File: src/rtl/data_bus_arbiter.sv
// data_bus_arbiter
//   Shares one data bus between the CPU core and a DMA engine.
//   The core owns the bus by default; a DMA access takes two bus cycles
//   (setup, transfer) after the IDLE cycle in which it is granted, and the FSM
//   always returns to IDLE between DMA accesses.
//
//   Optional feature, enabled by defining ARB_STARVE_GUARD_EN:
//     a starve counter lets a DMA request that has waited STARVE_MAX IDLE
//     cycles win over a concurrent core request. Without the macro the core
//     has strict priority.
//
// Parameters
//   STARVE_MAX   IDLE cycles a DMA request may wait before it beats the core
// Ports
//   clk, reset                     clock, asynchronous active-low reset
//   core_addr/wdata/mode/reqw/reqs core bus request (mode 00 idle, 01 rd, 10 wr)
//   core_lock                      core in first cycle of a stalled load
//   core_rdata, core_wait          read data / stall to the core
//   dma_req, dma_addr/wdata/mode/reqw  DMA request (held until dma_ack)
//   dma_rdata, dma_ack             registered DMA read data / completion pulse
//   bus_addr/mode/reqw/reqs/wdata  shared bus drive
//   bus_rdata                      shared bus read data
module data_bus_arbiter #(
    parameter int unsigned STARVE_MAX = 8
) (
    input  logic        clk,
    input  logic        reset,
    input  logic [31:0] core_addr,
    input  logic [31:0] core_wdata,
    input  logic [1:0]  core_mode,
    input  logic [1:0]  core_reqw,
    input  logic        core_reqs,
    input  logic        core_lock,
    output logic [31:0] core_rdata,
    output logic        core_wait,
    input  logic        dma_req,
    input  logic [31:0] dma_addr,
    input  logic [31:0] dma_wdata,
    input  logic [1:0]  dma_mode,
    input  logic [1:0]  dma_reqw,
    output logic [31:0] dma_rdata,
    output logic        dma_ack,
    output logic [31:0] bus_addr,
    output logic [1:0]  bus_mode,
    output logic [1:0]  bus_reqw,
    output logic        bus_reqs,
    output logic [31:0] bus_wdata,
    input  logic [31:0] bus_rdata
);

    typedef enum logic [1:0] {
        IDLE      = 2'd0,
        DMA_SETUP = 2'd1,
        DMA_XFER  = 2'd2
    } state_t;

    state_t state;
    state_t state_nx;

    logic core_req;
    logic dma_rq;
    logic starve;
    logic grant;

    assign core_req = (core_mode != 2'b00);
    assign dma_rq   = dma_req && (dma_mode != 2'b00);

    // A grant is only decided in IDLE; core_lock protects the first cycle of
    // a stalled core load even against a starving DMA request.
    assign grant = (state == IDLE) && dma_rq && !core_lock && (!core_req || starve);

`ifdef ARB_STARVE_GUARD_EN
    localparam int unsigned CW = (STARVE_MAX < 1) ? 1 : $clog2(STARVE_MAX + 1);
    localparam logic [CW-1:0] CNT_MAX = CW'(STARVE_MAX);

    logic [CW-1:0] starve_cnt;

    always_ff @(posedge clk or negedge reset) begin
        if (!reset) begin
            starve_cnt <= '0;
        end else if ((state == IDLE) && dma_rq) begin
            if (grant) begin
                starve_cnt <= '0;
            end else if (starve_cnt != CNT_MAX) begin
                starve_cnt <= starve_cnt + 1'b1;
            end
        end
    end

    assign starve = (starve_cnt == CNT_MAX);
`else
    assign starve = 1'b0;
`endif

    // State register
    always_ff @(posedge clk or negedge reset) begin
        if (!reset) begin
            state <= IDLE;
        end else begin
            state <= state_nx;
        end
    end

    // Next-state logic
    always_comb begin
        state_nx = state;
        unique case (state)
            IDLE:      if (grant) state_nx = DMA_SETUP;
            DMA_SETUP: state_nx = DMA_XFER;
            DMA_XFER:  state_nx = IDLE;
            default:   state_nx = IDLE;
        endcase
    end

    // Output logic
    always_comb begin
        bus_addr   = core_addr;
        bus_wdata  = core_wdata;
        bus_mode   = core_mode;
        bus_reqw   = core_reqw;
        bus_reqs   = core_reqs;
        core_rdata = bus_rdata;
        core_wait  = 1'b0;
        dma_ack    = 1'b0;
        unique case (state)
            DMA_SETUP, DMA_XFER: begin
                bus_addr  = dma_addr;
                bus_wdata = dma_wdata;
                bus_mode  = dma_mode;
                bus_reqw  = dma_reqw;
                bus_reqs  = 1'b0;
                core_wait = core_req;
                dma_ack   = (state == DMA_XFER);
            end
            default: ;
        endcase
    end

    // DMA read data is captured on the edge that leaves DMA_XFER and held.
    always_ff @(posedge clk or negedge reset) begin
        if (!reset) begin
            dma_rdata <= '0;
        end else if ((state == DMA_XFER) && (dma_mode == 2'b01)) begin
            dma_rdata <= bus_rdata;
        end
    end

endmodule

File: config.mk
export PLATFORM = sky130hd
export DESIGN_NAME = data_bus_arbiter
export DESIGN_NICKNAME = d
export VERILOG_FILES = /design/src/rtl/data_bus_arbiter.sv
export SDC_FILE = /design/constraint.sdc
export NUM_CORES = 1
export LEC_CHECK = 0
export ABC_AREA = 1
export CAP_MARGIN = 20
export CORE_AREA = 2 2 120 122
export DETAILED_ROUTE_END_ITERATION = 7
export DIE_AREA = 0 0 122 124
export PLACE_DENSITY = 0.7
export SETUP_SLACK_MARGIN = 0.1
export SYNTH_ARGS = -nofsm -noshare
export SYNTH_HDL_FRONTEND = slang
export SYNTH_SLANG_ARGS = --single-unit
File: constraint.sdc
create_clock -name clk -period 1.5 [get_ports clk]
set_clock_uncertainty 0.1 [all_clocks]
set_input_delay 0.15 -clock clk [delete_from_list [all_inputs] [get_ports clk]]
set_output_delay 0.15 -clock clk [all_outputs]
set_load 0.03 [all_outputs]
======== Word level (Yosys, flattened, before mapping) ========
Cells that the tools add are included.
W data, S select, Z words.
word-level totals
  register bits ........................... 34
  bits of input ports ..................... 173
  output and inout port bits .............. 135
  logic and storage cells ................. 26
cells by class
  equality and inequality tests ........... 4
  multiplexer cells ....................... 9
  reduce and logical (&&, ||, !) cells .... 11
operators with widths
  cell                  count
  $mux W32              2
  $mux W2               3
  $logic_and A1 B1 Y1   5
  $eq A2 B1 Y1 const B  2
  $pmux W2 S2           1
  $reduce_bool A2 Y1    2
  $mux W1               3
  $eq A2 B2 Y1 const B  1
  $logic_not A1 Y1      2
  $logic_not A2 Y1      1
  $ne A2 B2 Y1 const B  1
  $reduce_or A2 Y1      1

======== Depth between registers and ports, before layout ========
  word-level depth ........................ 7
  depth in mapped cells ................... 7

======== Worst setup path before layout ========
No wires, ideal clock.
  path type ............................... reg-to-output
  from .................................... register state[0]
  to ...................................... output bus_mode[1]
  arrival ................................. 1.549 ns
  setup slack ............................. -0.299 ns
  cell stages (with the launch flop) ...... 6
  buffers on the path ..................... 1
  cells stage by stage .................... dfrtp_1 -> inv_1 -> ha_1 -> buf_4 -> inv_4 -> o21ai_0
on the way
  word-level cells in the longest chain between the ends .. 3
  elaborated cells on any way between the ends .. 4
  those cells by class .................... eq/ne: 2; mux: 1; reduce/logical: 1
RTL lines
  what                                                 line  source
  from (decl)                                          57    state_t state;
  from (signal assigned)                               100   state <= state_nx;
  $eq A2 B2 Y1 / $eq A2 B1 Y1 (equally long branches)  125   unique case (state)
  $reduce_or A2 Y1 (*)                                 125
  $mux W2 (*)                                          125
  to (decl)                                            44    output logic [1:0] bus_mode,
Mark *: on every way between the ends. The rest lies on a longest branch, timed or not.

======== Final worst setup path ========
Same ends and word-level chain as after synthesis.

==> summary.txt <==
Routing
  – Wire length per cell: 15.5 microns
  – Drt first pass iters: 4
  – Post-Route WL: 13900 microns
  – Vias/cell: 4.10
  – DRC viols: 0
  – DRT iter0 DRCs: 86
  – Vias: 3681
  – DRT antenna net count: 0

Layout
  – Most frequent cells in the layout: clkdlybuf4s50_1, nand2_4, nand2_2, buf_4, nand2_1
  – Share of layout cells above drive strength 1: 53.5%
  – Fillers: 1191
  – Commonest non-fill, non-tap cell in the layout: clkdlybuf4s50_1
  – Synth-to-Final Area Change: 173%
  – Non-filler instance count after layout: 897
  – Nets@finish: 892
  – Fin util: 53.7%

Clocking
  – CTS tree: done
  – CTS H-Tree Depth: 2
  – Worst-path clk slew: 60 ps
  – Worst skew pair latency: 280 ps
  – CTS root buf: clkbuf_16
  – Clk sinks: 34
  – CTS buffer count: 5
  – Clk buf depth: 2

Global routing
  – Global route overflow: 0
  – Vias in the first global route: 3661
  – Busiest grt layer: met2
  – First-pass GRT wire length: 18800 microns
  – GRT met2 Usage: 30.3%
  – Initial antenna violation count: 0
  – Routing usage on met1: 17.8%
  – Total GRT Usage: 16.0%
  – Largest net degree at the start of global routing: 35
  – M3 GR Usage: 3.85%

STA
  – Slew Limit Fails: 0
  – Final setup vio count: 86
  – Final period util: 127%
  – Final setup margin: -410 ps
  – Tmin final: 1910 ps
  – RSZ-0062 raised after global routing: yes
  – Peak Freq: 0.524 GHz
  – Least-Margin Pin Slew: 452 ps
  – Hold Fails Final Rpt: 0
  – Headroom to the max-slew limit: 69.9%

Floorplanning
  – # rows: 43
  – Die X: 122 microns
  – Core Footprint: 13700 sq um
  – Starting Density: 19.7%
  – Die height: 124 microns
  – Top-level I/O count: 308
  – Die area: 15100 sq um

Synthesis
  – Post-synth design cell area: 2700 sq um
  – Synth warn: 0
  – Top cells by area, synth: nand2_1, dfrtp_1, o21ai_2
  – Dominant cell type by area after synthesis: nand2_1
  – Syn Inst Count: 410
  – Area fraction of the dominant cell type after synthesis: 33.1%
  – Sequential area share after synthesis: 31.5%
  – Library cells used by synthesis: 15
  – Net count after synthesis: 587
  – Avg Inst Size Synth: 6.59 sq um
  – Number of synthesized register bits: 34

Critical path
  – FF-to-FF End: dma_rdata[17]
  – R2R depth: 8
  – Arr. time, crit path: 1660 ps
  – Reg-to-reg slack, setup: -70 ps
  – Worst EP required: 1250 ps
  – Critical Path Start Type: flip-flop
  – Reg2reg start: state[0]
  – Kind of critical path: flip-flop to primary output
  – Crit path capture type: primary output
  – Crit path max fanout: 14

Outcome
  – Failing checks: setup timing
  – Status: complete, but fails checks

Placed design
  – IO buf count: 307
  – RePlAce Congestion: 0.825
  – HPWL Detailed: 10400 microns
  – Placed cells: 867

Job
  – Max-cap viol count: 0

Power and ir drop
  – Power per cell area: 2580 nW/um^2
  – Maximum vdd drop: 0.00112 V
  – P_leak: 3.60 nW

Hold path
  – Min-delay worst type: primary input to async pin
## worst max-delay path, stage by stage (launching register included)
cell and delay (ps):
dfrtp_1 390, inv_2 90, ha_4 250, inv_8 140
buf_12 180, nand2_1 100, o21ai_4 80, buf_12 140
## sequential cells by signal, indices dropped and copies added (netlist names)
register / count
state: 2
dma_rdata: 32
## report_power, final
group / internal (mW) / switching, mW
combinational: 6.78 / 9.10
clock: 0.955 / 0.410
sequential: 1.36 / 0.411
total: 9.10 / 9.92
## layout make-up
type	count	area [sq um]	area share, %
Multi-Input combinational cell	285	2360	32.1
Tap cell	180	225	3.05
Clock buffer	5	125	1.70
Sequential cell	34	851	11.5
Inverter	39	154	2.09
Antenna cell	1	2.50	0.0339
Clock inverter	3	68.8	0.933
Timing Repair Buffer	350	3580	48.6
## cells by family after synthesis
group / Yosys count / synth area share [%]
adder cells (fa/ha/maj): 4 / 1.85
AO/OA/AOI/OAI: 34 / 10.7
AND/OR/NAND/NOR: 246 / 34.8
buffers and inverters: 92 / 21.1
flip-flops: 34 / 31.5
## synthesized netlist by cell type
master     n
buf_4     37
inv_4      1
nor2_1     4
dfrtp_1   34
nand3_1    3
buf_2      6
ha_1       4
nand3_4    1
buf_6     10
o21ai_1    1
o21ai_2   32
nand2_1  238
inv_1     37
o21ai_0    1
inv_2      1
## metal layers
| metal | wire, microns | vias up |
|---|---|---|
| met5 | 0 | - |
| met4 | 153 | 0 |
| met3 | 1110 | 12 |
| met2 | 7490 | 182 |
| met1 | 5180 | 1680 |
| li1 | - | 1807 |
## metrics by stage
| stage | instance area (sq um) | worst slack, ps | hold WS (ps) | power (mW) | setup TNS [ps] |
|---|---|---|---|---|---|
| after global routing | 7370 | -463 | 366 | 19.9 | -30620 |
| after detailed placement | 6270 | -164 | 119 | 15.1 | -6740 |
| after CTS | 6920 | -405 | 341 | 17.7 | -25890 |
| final | 7370 | -410 | 335 | 19.0 | -26320 |
| after floorplan | 3440 | 22.7 | -246 | 10.8 | 0 |
| after global placement | 6270 | -112 | 115 | 14.9 | -4770 |
## worst max path at each step
| stage | start | depth (start not counted) | slack (ps) | end |
|---|---|---|---|---|
| after floorplan | state[1] | 7 | 20 | bus_addr[0] |
| after global placement | state[0] | 6 | -110 | bus_wdata[5] |
| after detailed placement | state[1] | 6 | -160 | bus_wdata[8] |
| after CTS | state[1] | 7 | -400 | bus_addr[16] |
| after global routing | state[1] | 7 | -460 | bus_mode[1] |
| final | state[0] | 7 | -410 | bus_mode[1] |
## repair_timing
| action | CTS | global route |
|---|---|---|
| hold buffers | 1 | 0 |
| endpoints found under the setup margin | 135 | 103 |
| gates resized for setup | 118 | 93 |
| pin swaps | 3 | 1 |
| gates cloned | 7 | 5 |
| endpoints found under the hold margin | 34 | 0 |
| setup buffers | 8 | 5 |
Power figures use the tool's default switching activity.
